**src/rtl/volume_pkg.sv**
```systemverilog
// Shared definitions for the volume meter and playback gain FSMs:
// state encoding, gain level type and the thermometer volume codes.
package volume_pkg;

   typedef enum logic [1:0] {
      IDLE  = 2'd0,
      SCALE = 2'd1,
      STEP  = 2'd2
   } state_e;

   typedef logic [2:0] level_t;

   localparam logic [7:0] VOL_L0 = 8'h00;
   localparam logic [7:0] VOL_L1 = 8'h80;
   localparam logic [7:0] VOL_L2 = 8'hE0;
   localparam logic [7:0] VOL_L3 = 8'hF0;
   localparam logic [7:0] VOL_L4 = 8'hF8;
   localparam logic [7:0] VOL_L5 = 8'hFC;
   localparam logic [7:0] VOL_L6 = 8'hFE;
   localparam logic [7:0] VOL_L7 = 8'hFF;

endpackage

```
**src/rtl/volume_code_decoder.sv**
```systemverilog
// Maps a thermometer volume code to a gain level. The lowest set bit wins,
// so malformed codes still land on a deterministic level.
module volume_code_decoder
   import volume_pkg::*;
(
   input  logic [7:0] volume_code,
   output level_t     target
);

   always_comb begin
      target = 3'd0;
      if (volume_code[0])
         target = 3'd7;
      else if (volume_code[1])
         target = 3'd6;
      else if (volume_code[2])
         target = 3'd5;
      else if (volume_code[3])
         target = 3'd4;
      else if (volume_code[4])
         target = 3'd3;
      else if (volume_code[5])
         target = 3'd2;
      else if (volume_code[7] | volume_code[6])
         target = 3'd1;
   end

endmodule

```
**src/rtl/volume_scale_fsm.sv**
```systemverilog
// Applies the current gain level to one signed sample per start edge and
// slews the level one step toward the requested volume every RAMP_SAMPLES samples.
module volume_scale_fsm
   import volume_pkg::*;
#(
   parameter int RAMP_SAMPLES = 16,
   parameter int RESET_LEVEL  = 0
) (
   input  logic       clk,
   input  logic       reset,
   input  logic       start,
   input  logic [7:0] sample,
   input  logic [7:0] volume_code,
   output logic [7:0] out_sample,
   output logic       finish,
   output logic [2:0] level
);

   localparam logic [1:0] S_IDLE  = IDLE;
   localparam logic [1:0] S_SCALE = SCALE;
   localparam logic [1:0] S_STEP  = STEP;

   localparam int              CW         = (RAMP_SAMPLES > 1) ? $clog2(RAMP_SAMPLES) : 1;
   localparam logic [CW-1:0]   RAMP_LAST  = CW'(RAMP_SAMPLES - 1);
   localparam level_t          LEVEL_INIT = level_t'(RESET_LEVEL);

   logic [1:0]        state;
   logic              start_q;
   logic [CW-1:0]     ramp_count;
   level_t            target;
   logic              start_edge;
   logic              ramp_wrap;
   logic signed [7:0] shifted;
   logic [7:0]        scaled;

   volume_code_decoder u_decoder (
      .volume_code (volume_code),
      .target      (target)
   );

   assign start_edge = start & ~start_q;
   assign ramp_wrap  = (ramp_count == RAMP_LAST);
   assign finish     = (state == S_IDLE);

   // Level 7 is unity gain; each lower level halves the sample, rounding toward -inf.
   assign shifted = $signed(sample) >>> (3'd7 - level);
   assign scaled  = (level == 3'd0) ? 8'h00 : shifted;

   always_ff @(posedge clk or posedge reset) begin
      if (reset) begin
         state      <= S_IDLE;
         start_q    <= 1'b0;
         out_sample <= 8'h00;
         level      <= LEVEL_INIT;
         ramp_count <= '0;
      end else begin
         start_q <= start;
         case (state)
            S_IDLE: begin
               if (start_edge)
                  state <= S_SCALE;
            end
            S_SCALE: begin
               out_sample <= scaled;
               ramp_count <= ramp_wrap ? '0 : ramp_count + CW'(1);
               state      <= ramp_wrap ? S_STEP : S_IDLE;
            end
            // The target is only looked at here, so volume_code can move freely in between.
            S_STEP: begin
               if (level < target)
                  level <= level + 3'd1;
               else if (level > target)
                  level <= level - 3'd1;
               state <= S_IDLE;
            end
            default: state <= S_IDLE;
         endcase
      end
   end

endmodule

```
**config.mk**
```make
export PLATFORM = sky130hd
export DESIGN_NAME = volume_scale_fsm
export DESIGN_NICKNAME = d
export VERILOG_FILES = /design/src/rtl/volume_pkg.sv /design/src/rtl/volume_code_decoder.sv /design/src/rtl/volume_scale_fsm.sv
export SDC_FILE = /design/constraint.sdc
export NUM_CORES = 1
export LEC_CHECK = 0
export BUFFER_PORTS_ARGS = -buffer_cell sky130_fd_sc_hd__buf_2
export CAP_MARGIN = 40
export CORE_MARGIN = 2
export CORE_UTILIZATION = 55
export DETAILED_ROUTE_END_ITERATION = 12
export PLACE_DENSITY_LB_ADDON = 0.08
export SLEW_MARGIN = 40
export SYNTH_ARGS = -nofsm -noshare
export SYNTH_HDL_FRONTEND = slang
export SYNTH_HIERARCHICAL = 1
export SYNTH_SLANG_ARGS = --single-unit
```
**constraint.sdc**
```tcl
create_clock -name clk -period 4.2 [get_ports clk]
set_clock_uncertainty 0.05 [all_clocks]
set_input_delay 0.84 -clock clk [delete_from_list [all_inputs] [get_ports clk]]
set_output_delay 0.84 -clock clk [all_outputs]
set_load 0.02 [all_outputs]
```
==> results of run 1 <==
[area by class of cell]
cell class	count	share of cell area, %
clock buffers	3	1.75
inverters	7	2.04
multi-input cells	83	47.0
flip-flops and latches	18	35.0
well taps	27	2.62
repair buffers	30	11.7
[through the flow]
stage	utilization [%]	area, um2
after floorplan	-	1110
after global placement	65.2	1270
after detailed placement	65.2	1270
after CTS	66.4	1290
after global routing	66.4	1290
final	66.4	1290
[worst paths after layout]
| path | startpoint | slack (ns) | end | cells past startpoint |
|---|---|---|---|---|
| max | volume_code[2] | 1.77 | level[2] | 10 |
| min | start_q | 0.36 | state[0] | 1 |
| max reg2reg | level[2] | 1.98 | level[2] | 7 |
| min reg2reg | start_q | 0.36 | state[0] | 1 |
| max in group asynchronous | reset | 3.10 | ramp_count[0] | 2 |
| min in group asynchronous | reset | 0.58 | start_q | 2 |
[cell families after synthesis]
kind of cell / after synthesis / share of synthesized area (%)
and+or+nand+nor: 47 / 20.0
muxes: 8 / 14.3
adders and majority gates: 5 / 6.31
buffers and inverters: 12 / 4.96
xor gates and xnor gates: 3 / 2.37
DFF: 18 / 40.5
AOI/OAI and AO/OA: 20 / 11.5
[cell usage in the layout (no fill, tap or decap)]
master / n
sky130_fd_sc_hd__o31ai_1: 3
sky130_fd_sc_hd__nor2b_1: 3
sky130_fd_sc_hd__mux4_2: 1
sky130_fd_sc_hd__mux4_1: 4
sky130_fd_sc_hd__dfrtp_1: 18
sky130_fd_sc_hd__xnor2_1: 3
sky130_fd_sc_hd__nand3b_1: 1
sky130_fd_sc_hd__mux2_2: 1
sky130_fd_sc_hd__fa_1: 1
sky130_fd_sc_hd__nor3_1: 2
sky130_fd_sc_hd__a221oi_1: 1
sky130_fd_sc_hd__a311oi_1: 1
sky130_fd_sc_hd__mux2i_1: 2
sky130_fd_sc_hd__nor2_1: 7
sky130_fd_sc_hd__a21oi_1: 5
sky130_fd_sc_hd__o21ai_0: 6
sky130_fd_sc_hd__nor3b_1: 2
sky130_fd_sc_hd__buf_2: 30
sky130_fd_sc_hd__and3_1: 1
sky130_fd_sc_hd__nand4_1: 1
sky130_fd_sc_hd__ha_1: 4
sky130_fd_sc_hd__nand3_1: 10
sky130_fd_sc_hd__nand2_1: 18
sky130_fd_sc_hd__nor4b_1: 1
sky130_fd_sc_hd__a32oi_1: 2
sky130_fd_sc_hd__o21bai_1: 2
sky130_fd_sc_hd__clkbuf_4: 3
sky130_fd_sc_hd__nand2b_1: 1
sky130_fd_sc_hd__inv_1: 7
[sequential cells by signal, summed over array words and instances, names as in the netlist]
| signal | flops |
|---|---|
| level | 3 |
| out_sample | 8 |
| ramp_count | 4 |
| start_q | 1 |
| state | 2 |
[per-layer routing]
metal | GRT usage (%) | vias up | routed length, um
met1 | 28.9 | 429 | 943
met2 | 32.2 | 26 | 990
met3 | 3.99 | 4 | 118
li1 | - | 465 | -
met4 | 8.57 | 0 | 42
met5 | 0 | - | 0
[report_power, final]
group          internal, mW  switching, mW  total, mW  leakage (nW)
combinational        0.0547         0.0565      0.111         0.424
clock                0.0333         0.0511     0.0844        0.0138
sequential            0.200         0.0328      0.232         0.242
[critical path, cell delays in order]
cell and delay (ns):
sky130_fd_sc_hd__buf_2 0.12, sky130_fd_sc_hd__o31ai_1 0.23, sky130_fd_sc_hd__inv_1 0.07, sky130_fd_sc_hd__ha_1 0.19, sky130_fd_sc_hd__a21oi_1 0.22, sky130_fd_sc_hd__nand2_1 0.10
sky130_fd_sc_hd__fa_1 0.38, sky130_fd_sc_hd__and3_1 0.16, sky130_fd_sc_hd__o21bai_1 0.16, sky130_fd_sc_hd__xnor2_1 0.13
==> impl_metrics.env, run 1 <==
export IMPL_outcome="complete, no violations"
export IMPL_postSynthNetCount=137
export IMPL_ffs_latches_synth=18
export IMPL_drt_total_wl_um=2100
export IMPL_final_antenna_net_count=0
export IMPL_cts_tree="done"
export IMPL_post_layout_cell_count=168
export IMPL_worstSetupPathType="in2reg"
export IMPL_synth_edff_count=0
export IMPL_cp_start_kind="input pin"
export IMPL_synth_avg_cell_area_um2=9.83
export IMPL_critPathArrivalTime_ns=2.60
export IMPL_fillerInstances=179
export IMPL_cts_stage_hold_buffer_count=0
export IMPL_clock_path_buffers=2
export IMPL_area_growth_syn_to_layout_pct=16.0
export IMPL_number_of_placement_rows=16
export IMPL_vdd_ir_drop_max_uv=182
export IMPL_detailroute_via_count=924
export IMPL_post_drt_via_cell_ratio=5.50
export IMPL_maxClockFrequency_mhz=411
export IMPL_diodes=0
export IMPL_fin_worst_hold_slack_ns=0.360
export IMPL_fin_setup_tns_ns=0
export IMPL_synthesis_area_mm2=0.00111
export IMPL_seqCellArea_um2=450
export IMPL_multi_input_comb_area_um2=606
export IMPL_hold_path_class="reg2reg"
export IMPL_routed_wire_length_per_instance_um=12.5
export IMPL_asyncSetResetFlopFracSynth_pct=100
export IMPL_io_pins=31
export IMPL_antenna_found_initial=0
export IMPL_first_global_vias=874
export IMPL_fp_dieW_um=48.9
export IMPL_synth_area_top_cells="sky130_fd_sc_hd__dfrtp_1, sky130_fd_sc_hd__mux4_1, sky130_fd_sc_hd__nand2_1"
export IMPL_input_output_buffers=30
export IMPL_dp_hpwl_um=1580
export IMPL_clk_pin_slew_worst_paths_ns=0.10
export IMPL_worst_path_maximum_fanout=4
export IMPL_hold_viol_final=0
export IMPL_cts_made_buffers=3
export IMPL_drv_cap=0
export IMPL_worstSetupEndpointType="register"
export IMPL_die_y_um=48.9
export IMPL_grt_max_degree=19
export IMPL_worstMarginPinSlew_ns=0.693
export IMPL_dr_first_iter_drc_count=19
export IMPL_clock_tree_root_cell="sky130_fd_sc_hd__clkbuf_4"
export IMPL_power_density_mw_per_mm2=332
export IMPL_final_nets=167
export IMPL_post_route_period_util_pct=57.9
export IMPL_htree_levels=1
export IMPL_rsz0062_at_grt="no"
export IMPL_ys_dominant_reg_cell="sky130_fd_sc_hd__dfrtp_1"
export IMPL_worst_ep_required_time_ns=4.37
export IMPL_detail_route_first_pass_iterations=4
export IMPL_synth_lib_cells_used_distinct=30
export IMPL_fp_dieArea_mm2=0.00240
export IMPL_ys_seq_area_share_pct=40.5
export IMPL_tritoncts_num_sinks=18
export IMPL_clk_insertion_delay_late_ns=0.29
export IMPL_yosysWarnings=6
export IMPL_core_area_mm2=0.00194
export IMPL_postCtsSetupBuffers=0
export IMPL_post_route_min_period_ns=2.43
export IMPL_static_leakage_power_nw=0.679
export IMPL_place_ws_ns=1.46
export IMPL_final_max_slew_violation_count=0
export IMPL_dpl_cell_count=165
export IMPL_place_congestion=0.778
export IMPL_yosys_area_top_type_share_pct=40.5
export IMPL_synthDominantAreaCellType="sky130_fd_sc_hd__dfrtp_1"
export IMPL_setup_ws_ns=1.77
export IMPL_overall_overflow_remaining_after_global_route=0
export IMPL_total_power_mw=0.428
export IMPL_post_synth_most_frequent_cells="sky130_fd_sc_hd__dfrtp_1, sky130_fd_sc_hd__nand2_1, sky130_fd_sc_hd__nand3_1"
export IMPL_syn_inst=113
export IMPL_residual_drc=0
export IMPL_initial_core_utilization_pct=57.2
export IMPL_drive_above_1_share_pct=24.8
export IMPL_post_cts_resized_instances=0
export IMPL_grt_use_total_pct=20.8
export IMPL_final_setup_viol_count=0
export IMPL_first_pass_grt_wire_length_um=3840
export IMPL_slew_limit_headroom_pct=53.7
Power figures use the tool's default switching activity.
==> run 2, diff against run 1 <==
--- a/config.mk
+++ b/config.mk
@@ -8,7 +8,7 @@
 export BUFFER_PORTS_ARGS = -buffer_cell sky130_fd_sc_hd__buf_2
 export CAP_MARGIN = 40
 export CORE_MARGIN = 2
-export CORE_UTILIZATION = 55
+export CORE_UTILIZATION = 46
 export DETAILED_ROUTE_END_ITERATION = 12
 export PLACE_DENSITY_LB_ADDON = 0.08
 export SLEW_MARGIN = 40
==> constraint.sdc (replaced) <==
create_clock -name clk -period 2.2 [get_ports clk]
set_clock_uncertainty 0.05 [all_clocks]
set_input_delay 0.44 -clock clk [delete_from_list [all_inputs] [get_ports clk]]
set_output_delay 0.44 -clock clk [all_outputs]
set_load 0.02 [all_outputs]
==> run 2 against run 1 <==
  * Largest cell class unchanged
  * Critical path depth did not move
  * Global-route usage shrank 2.7 points
  * Critical path type unchanged
  * Clock power is 87% higher
  * Cell area grew 3.8%
  * Highest routed layer unchanged
==> impl_metrics.env, run 2 (same netlist as run 1, synthesis figures left out) <==
export IMPL_switchingPower_mw=0.267
export IMPL_worstSetupEndpointType="register"
export IMPL_slew_limit_headroom_pct=54.4
export IMPL_reg2reg_depth=7
export IMPL_input_output_buffers=30
export IMPL_antenna_found_initial=0
export IMPL_dp_hpwl_um=1690
export IMPL_final_antenna_net_count=0
export IMPL_dr_first_iter_drc_count=15
export IMPL_place_congestion=0.742
export IMPL_cts_made_buffers=3
export IMPL_intPower_mw=0.558
export IMPL_p_sw_share_pct=32.4
export IMPL_clock_tree_root_cell="sky130_fd_sc_hd__clkbuf_4"
export IMPL_clk_insertion_delay_late_ns=0.28
export IMPL_grt_max_degree=19
export IMPL_detail_route_first_pass_iterations=4
export IMPL_worstSetupPathType="in2reg"
export IMPL_post_drt_via_cell_ratio=5.41
export IMPL_vdd_ir_drop_max_uv=353
export IMPL_sequentialPowerShare_pct=51.4
export IMPL_number_of_flip_flops_under_the_largest_register_name=8
export IMPL_drt_total_wl_um=2140
export IMPL_routed_wire_length_per_instance_um=12.3
export IMPL_worst_path_max_delay_cell="sky130_fd_sc_hd__fa_1"
export IMPL_worst_path_maximum_fanout=4
export IMPL_critPathArrivalTime_ns=2.16
export IMPL_core_area_mm2=0.00225
export IMPL_first_global_vias=889
export IMPL_max_flop_register="out_sample"
export IMPL_fp_dieArea_mm2=0.00282
export IMPL_final_max_slew_violation_count=0
export IMPL_rrSetupSlack_ns=0.27
export IMPL_power_clock_fraction_pct=19.1
export IMPL_hold_viol_final=0
export IMPL_number_of_placement_rows=17
export IMPL_final_nets=172
export IMPL_htree_levels=1
export IMPL_final_setup_viol_count=0
export IMPL_maxClockFrequency_mhz=502
export IMPL_first_pass_grt_wire_length_um=3760
export IMPL_static_leakage_power_nw=0.707
export IMPL_mostFrequentLayoutCell="sky130_fd_sc_hd__buf_2"
export IMPL_cts_stage_hold_buffer_count=0
export IMPL_die_y_um=53.1
export IMPL_grt_use_total_pct=18.1
export IMPL_initial_core_utilization_pct=49.3
export IMPL_outcome="complete, no violations"
export IMPL_layout_cells_most_common_list="sky130_fd_sc_hd__buf_2, sky130_fd_sc_hd__nand2_1, sky130_fd_sc_hd__dfrtp_1"
export IMPL_tritoncts_num_sinks=18
export IMPL_area_growth_syn_to_layout_pct=20.4
export IMPL_drive_above_1_share_pct=28.8
export IMPL_post_route_min_period_ns=1.99
export IMPL_detailroute_via_count=941
export IMPL_power_density_mw_per_mm2=616
export IMPL_cp_start_kind="input pin"
export IMPL_diodes=0
export IMPL_reg2reg_from="level[2]"
export IMPL_io_pins=31
export IMPL_critical_path_cell_chain="buf_2 -> o31ai_1 -> inv_1 -> ha_1 -> nand3b_1 -> nand2_1 -> fa_1 -> and3_1 -> o21bai_1 -> xnor2_1"
export IMPL_postCtsSetupBuffers=0
export IMPL_residual_drc=0
export IMPL_overall_overflow_remaining_after_global_route=0
export IMPL_worst_ep_required_time_ns=2.37
export IMPL_hold_path_class="in2async"
export IMPL_critical_path_max_stage_delay_ns=0.38
export IMPL_post_cts_resized_instances=0
export IMPL_rsz0062_at_grt="no"
export IMPL_fp_dieW_um=53.1
export IMPL_layout_top_registers="out_sample: 8 flops, ramp_count: 4 flops, level: 3 flops"
export IMPL_rr_endpoint="level[2]"
export IMPL_post_route_period_util_pct=90.6
export IMPL_clk_pin_slew_worst_paths_ns=0.10
export IMPL_worstMarginPinSlew_ns=0.683
export IMPL_drv_cap=0
export IMPL_detailed_place_area_mm2=0.00131
export IMPL_cts_tree="done"
export IMPL_share_comb_of_total_power_pct=29.5
export IMPL_total_power_mw=0.824
export IMPL_finalInstanceArea_mm2=0.00134
export IMPL_clock_path_buffers=2
-- run 2: metrics by stage --
step           utilization, %  setup WS [ns]  setup TNS (ns)  instances  hold slack, ns
2_1_floorplan               -          0.104               0        113           0.329
3_3_place_gp             57.9         -0.104          -0.157        171           0.339
3_5_place_dp             57.9         -0.187          -0.277        171           0.344
4_1_cts                  58.9          0.118               0        174           0.212
5_1_grt                  59.3         0.0423               0        174           0.203
6_report                 59.3          0.206               0        174           0.192
-- run 2: per-layer routing --
metal  track usage (%)  vias to the layer above  part of all wire [%]
met5                 0                        -                     0
met4              8.12                        0                  0.89
met3              3.39                        2                   5.2
met2              30.8                       25                    49
met1              22.1                      440                    45
li1                  -                      474                     -
-- run 2: final cells by class --
class	count	area (um2)
Inverter	7	26.3
Clock buffer	3	22.5
Fill cell	220	917
Tap cell	28	35.0
Timing Repair Buffer	35	188
Sequential cell	18	450
Multi-Input combinational cell	83	616
-- run 2: worst max-delay path: cells and delay by family --
family | cells | cell delay (ns)
XOR/XNOR | 1 | 0.13
AND/OR/NAND/NOR | 3 | 0.33
adder cells (fa/ha/maj) | 2 | 0.67
AO/OA/AOI/OAI | 2 | 0.40
buffers and inverters | 2 | 0.19
-- run 2: power groups by stage --
stage          clock (mW)  combinational (mW)  sequential, mW
4_1_cts             0.167               0.245           0.424
6_report            0.158               0.243           0.424
2_1_floorplan           0               0.149           0.452
5_1_grt             0.183               0.282           0.432
3_3_place_gp            0               0.238           0.426
3_5_place_dp            0               0.244           0.431
-- run 2: worst max-delay path by stage --
stage	start	endpoint	slack (ns)
2_1_floorplan	volume_code[5]	level[2]	0.10
3_3_place_gp	volume_code[5]	level[2]	-0.10
3_5_place_dp	volume_code[5]	level[2]	-0.19
4_1_cts	volume_code[5]	level[2]	0.12
5_1_grt	volume_code[2]	level[2]	0.04
6_report	volume_code[2]	level[2]	0.21
==> run 3, diff against run 2 <==
--- a/config.mk
+++ b/config.mk
@@ -5,12 +5,14 @@
 export SDC_FILE = /design/constraint.sdc
 export NUM_CORES = 1
 export LEC_CHECK = 0
-export BUFFER_PORTS_ARGS = -buffer_cell sky130_fd_sc_hd__buf_2
+export ABC_AREA = 1
+export BUFFER_PORTS_ARGS = -buffer_cell sky130_fd_sc_hd__buf_4
 export CAP_MARGIN = 40
 export CORE_MARGIN = 2
-export CORE_UTILIZATION = 46
+export CORE_UTILIZATION = 47
 export DETAILED_ROUTE_END_ITERATION = 12
 export PLACE_DENSITY_LB_ADDON = 0.08
+export SKIP_LAST_GASP = 1
 export SLEW_MARGIN = 40
 export SYNTH_ARGS = -nofsm -noshare
 export SYNTH_HDL_FRONTEND = slang
==> run 3 against run 2 <==
  * Power rose by 50%
  * Die area rose by 4.8%
  * Count of clock-buffer cells in the layout rose by 1
  * Wire length rose by 9.1%
  * Combinational power rose by 120%
  * Largest cell class unchanged
  * Utilization rose by 2.0 points
  * Non-clock buffer count fell by 1
  * Maximum frequency rose by 4.1%
  * Hold slack got worse by 0.0055 ns
  * Area after synthesis rose by 7.4%
  * Cell count rose by 28%
  * Critical path type unchanged
  * Sequential share of layout area fell by 3.5 points
==> impl_metrics.env, run 3 <==
export IMPL_yosys_area_top_type_share_pct=37.7
export IMPL_layout_top_registers="out_sample: 8 flops, ramp_count: 4 flops, level: 3 flops"
export IMPL_post_cts_resized_instances=0
export IMPL_power_density_mw_per_mm2=829
export IMPL_static_leakage_power_nw=0.815
export IMPL_synth_edff_count=0
export IMPL_die_y_um=54.4
export IMPL_final_setup_viol_count=0
export IMPL_detailroute_via_count=1082
export IMPL_synth_avg_cell_area_um2=7.51
export IMPL_worst_path_max_delay_cell="sky130_fd_sc_hd__fa_1"
export IMPL_synth_top_family_by_area="simple AND/OR/NAND/NOR gates"
export IMPL_ys_seq_area_share_pct=37.7
export IMPL_fp_dieArea_mm2=0.00296
export IMPL_initial_core_utilization_pct=49.1
export IMPL_post_route_period_util_pct=87.1
export IMPL_cts_made_buffers=3
export IMPL_area_growth_syn_to_layout_pct=24.9
export IMPL_hold_viol_final=0
export IMPL_synthDominantAreaCellType="sky130_fd_sc_hd__dfrtp_1"
export IMPL_core_area_mm2=0.00243
export IMPL_post_synth_fa_ha_maj_area_fraction_pct=5.87
export IMPL_first_pass_grt_wire_length_um=3890
export IMPL_fp_dieW_um=54.4
export IMPL_detail_route_first_pass_iterations=4
export IMPL_clock_tree_root_cell="sky130_fd_sc_hd__clkbuf_4"
export IMPL_final_antenna_net_count=0
export IMPL_worst_path_maximum_fanout=3
export IMPL_synth_most_common_cell="sky130_fd_sc_hd__nand2_1"
export IMPL_final_nets=218
export IMPL_layout_cells_most_common_list="sky130_fd_sc_hd__nand2_1, sky130_fd_sc_hd__buf_4, sky130_fd_sc_hd__dfrtp_1"
export IMPL_synthXorXnorAreaFrac_pct=2.20
export IMPL_post_route_min_period_ns=1.92
export IMPL_tritoncts_num_sinks=18
export IMPL_vdd_ir_drop_max_uv=560
export IMPL_critical_path_cell_chain="buf_4 -> inv_2 -> nand4_1 -> inv_1 -> ha_1 -> a21oi_1 -> nand2_2 -> fa_1 -> inv_1 -> nand3_1 -> nand2_1 -> inv_1 -> nand3_1 -> nand2_1"
export IMPL_mostFrequentLayoutCell="sky130_fd_sc_hd__nand2_1"
export IMPL_number_of_placement_rows=18
export IMPL_asyncSetResetFlopFracSynth_pct=100
export IMPL_synth_lib_cells_used_distinct=29
export IMPL_htree_levels=1
export IMPL_post_drt_via_cell_ratio=4.85
export IMPL_grt_use_total_pct=18.2
export IMPL_worstSetupPathType="in2reg"
export IMPL_first_global_vias=937
export IMPL_number_of_flip_flops_under_the_largest_register_name=8
export IMPL_io_pins=31
export IMPL_drive_above_1_share_pct=29.5
export IMPL_maxClockFrequency_mhz=522
export IMPL_worst_path_most_repeated_cell="sky130_fd_sc_hd__inv_1"
export IMPL_critPathArrivalTime_ns=2.06
export IMPL_worstMarginPinSlew_ns=0.667
export IMPL_post_synth_and_or_nand_nor_area_fraction_pct=32.9
export IMPL_syn_inst=159
export IMPL_ys_dominant_reg_cell="sky130_fd_sc_hd__dfrtp_1"
export IMPL_worstSetupEndpointType="register"
export IMPL_synth_compound_area_share_pct=12.4
export IMPL_overall_overflow_remaining_after_global_route=0
export IMPL_synth_area_top_cells="sky130_fd_sc_hd__dfrtp_1, sky130_fd_sc_hd__nand2_1, sky130_fd_sc_hd__nand3_1"
export IMPL_drv_cap=0
export IMPL_ffs_latches_synth=18
export IMPL_worst_ep_required_time_ns=2.34
export IMPL_dpl_cell_count=219
export IMPL_dr_first_iter_drc_count=13
export IMPL_postSynthNetCount=183
export IMPL_post_layout_cell_count=223
export IMPL_place_congestion=0.806
export IMPL_max_flop_register="out_sample"
export IMPL_hold_path_class="in2async"
export IMPL_total_power_mw=1.24
export IMPL_clock_path_buffers=2
export IMPL_residual_drc=0
export IMPL_clk_pin_slew_worst_paths_ns=0.11
export IMPL_grt_max_degree=19
export IMPL_slew_limit_headroom_pct=55.5
export IMPL_cts_tree="done"
export IMPL_rsz0062_at_grt="no"
export IMPL_cts_stage_hold_buffer_count=0
export IMPL_postCtsSetupBuffers=0
export IMPL_yosys_mux_area_fraction_pct=0
export IMPL_cp_start_kind="input pin"
export IMPL_critical_path_max_stage_delay_ns=0.39
export IMPL_synthesis_area_mm2=0.00119
export IMPL_clk_insertion_delay_late_ns=0.29
export IMPL_routed_wire_length_per_instance_um=10.5
export IMPL_yosysWarnings=6
export IMPL_antenna_found_initial=0
export IMPL_dp_hpwl_um=1770
export IMPL_drt_total_wl_um=2340
export IMPL_input_output_buffers=30
export IMPL_post_synth_most_frequent_cells="sky130_fd_sc_hd__nand2_1, sky130_fd_sc_hd__dfrtp_1, sky130_fd_sc_hd__inv_1, sky130_fd_sc_hd__nand3_1, sky130_fd_sc_hd__nor2_1"
export IMPL_diodes=0
export IMPL_final_max_slew_violation_count=0
export IMPL_outcome="complete, no violations"
==> run 3: where the power goes <==
part / total [mW] / internal, mW / switching (mW)
combinational: 0.545 / 0.231 / 0.314
sequential: 0.488 / 0.425 / 0.0628
clock: 0.203 / 0.101 / 0.102
==> run 3: cells by family after synthesis <==
| family | after synthesis |
|---|---|
| flops | 18 |
| buf+inv | 24 |
| compound gates | 18 |
| simple gates | 91 |
| xor+xnor | 3 |
| fa+ha+maj | 5 |
==> run 3: routing by layer <==
layer  wire [um]  track usage, %
met5           0               0
met2        1060            29.3
met3          69            1.64
met4          36            8.75
met1        1170            24.5
==> run 3: worst paths after layout <==
check / from / endpoint / slack [ns] / cells after the start
max: volume_code[0] / level[2] / 0.28 / 14
min: reset / out_sample[4] / 0.19 / 2
max reg2reg: level[2] / level[2] / 0.29 / 10
min reg2reg: start_q / state[0] / 0.36 / 1
max in group asynchronous: reset / state[1] / 1.49 / 2
min in group clk: start / start_q / 0.21 / 1
==> run 3: worst max-delay path: cells and delay by family <==
kind | cells | cell delay (ns)
buf+inv | 5 | 0.35
compound gates | 1 | 0.21
fa+ha+maj | 2 | 0.63
simple gates | 6 | 0.43
==> run 3: area by class of cell <==
class	count	area, um2
sequential	18	450
fill	240	941
clock buffer	4	36.3
tap	30	37.5
multi-input combinational	117	637
inverter	20	75.1
timing repair buffer	34	255
==> run 3: through the flow <==
| stage | hold slack [ns] | area [um2] | util, % | setup slack (ns) | TNS [ns] |
|---|---|---|---|---|---|
| 4_1_cts | 0.207 | 1490 | 61.3 | 0.283 | 0 |
| 5_1_grt | 0.201 | 1490 | 61.3 | 0.0570 | 0 |
| 2_1_floorplan | 0.327 | 1190 | - | 0.172 | 0 |
| 6_report | 0.186 | 1490 | 61.3 | 0.285 | 0 |
| 3_3_place_gp | 0.336 | 1460 | 59.8 | 0.0323 | 0 |
| 3_5_place_dp | 0.350 | 1460 | 59.8 | -0.0347 | -0.0347 |
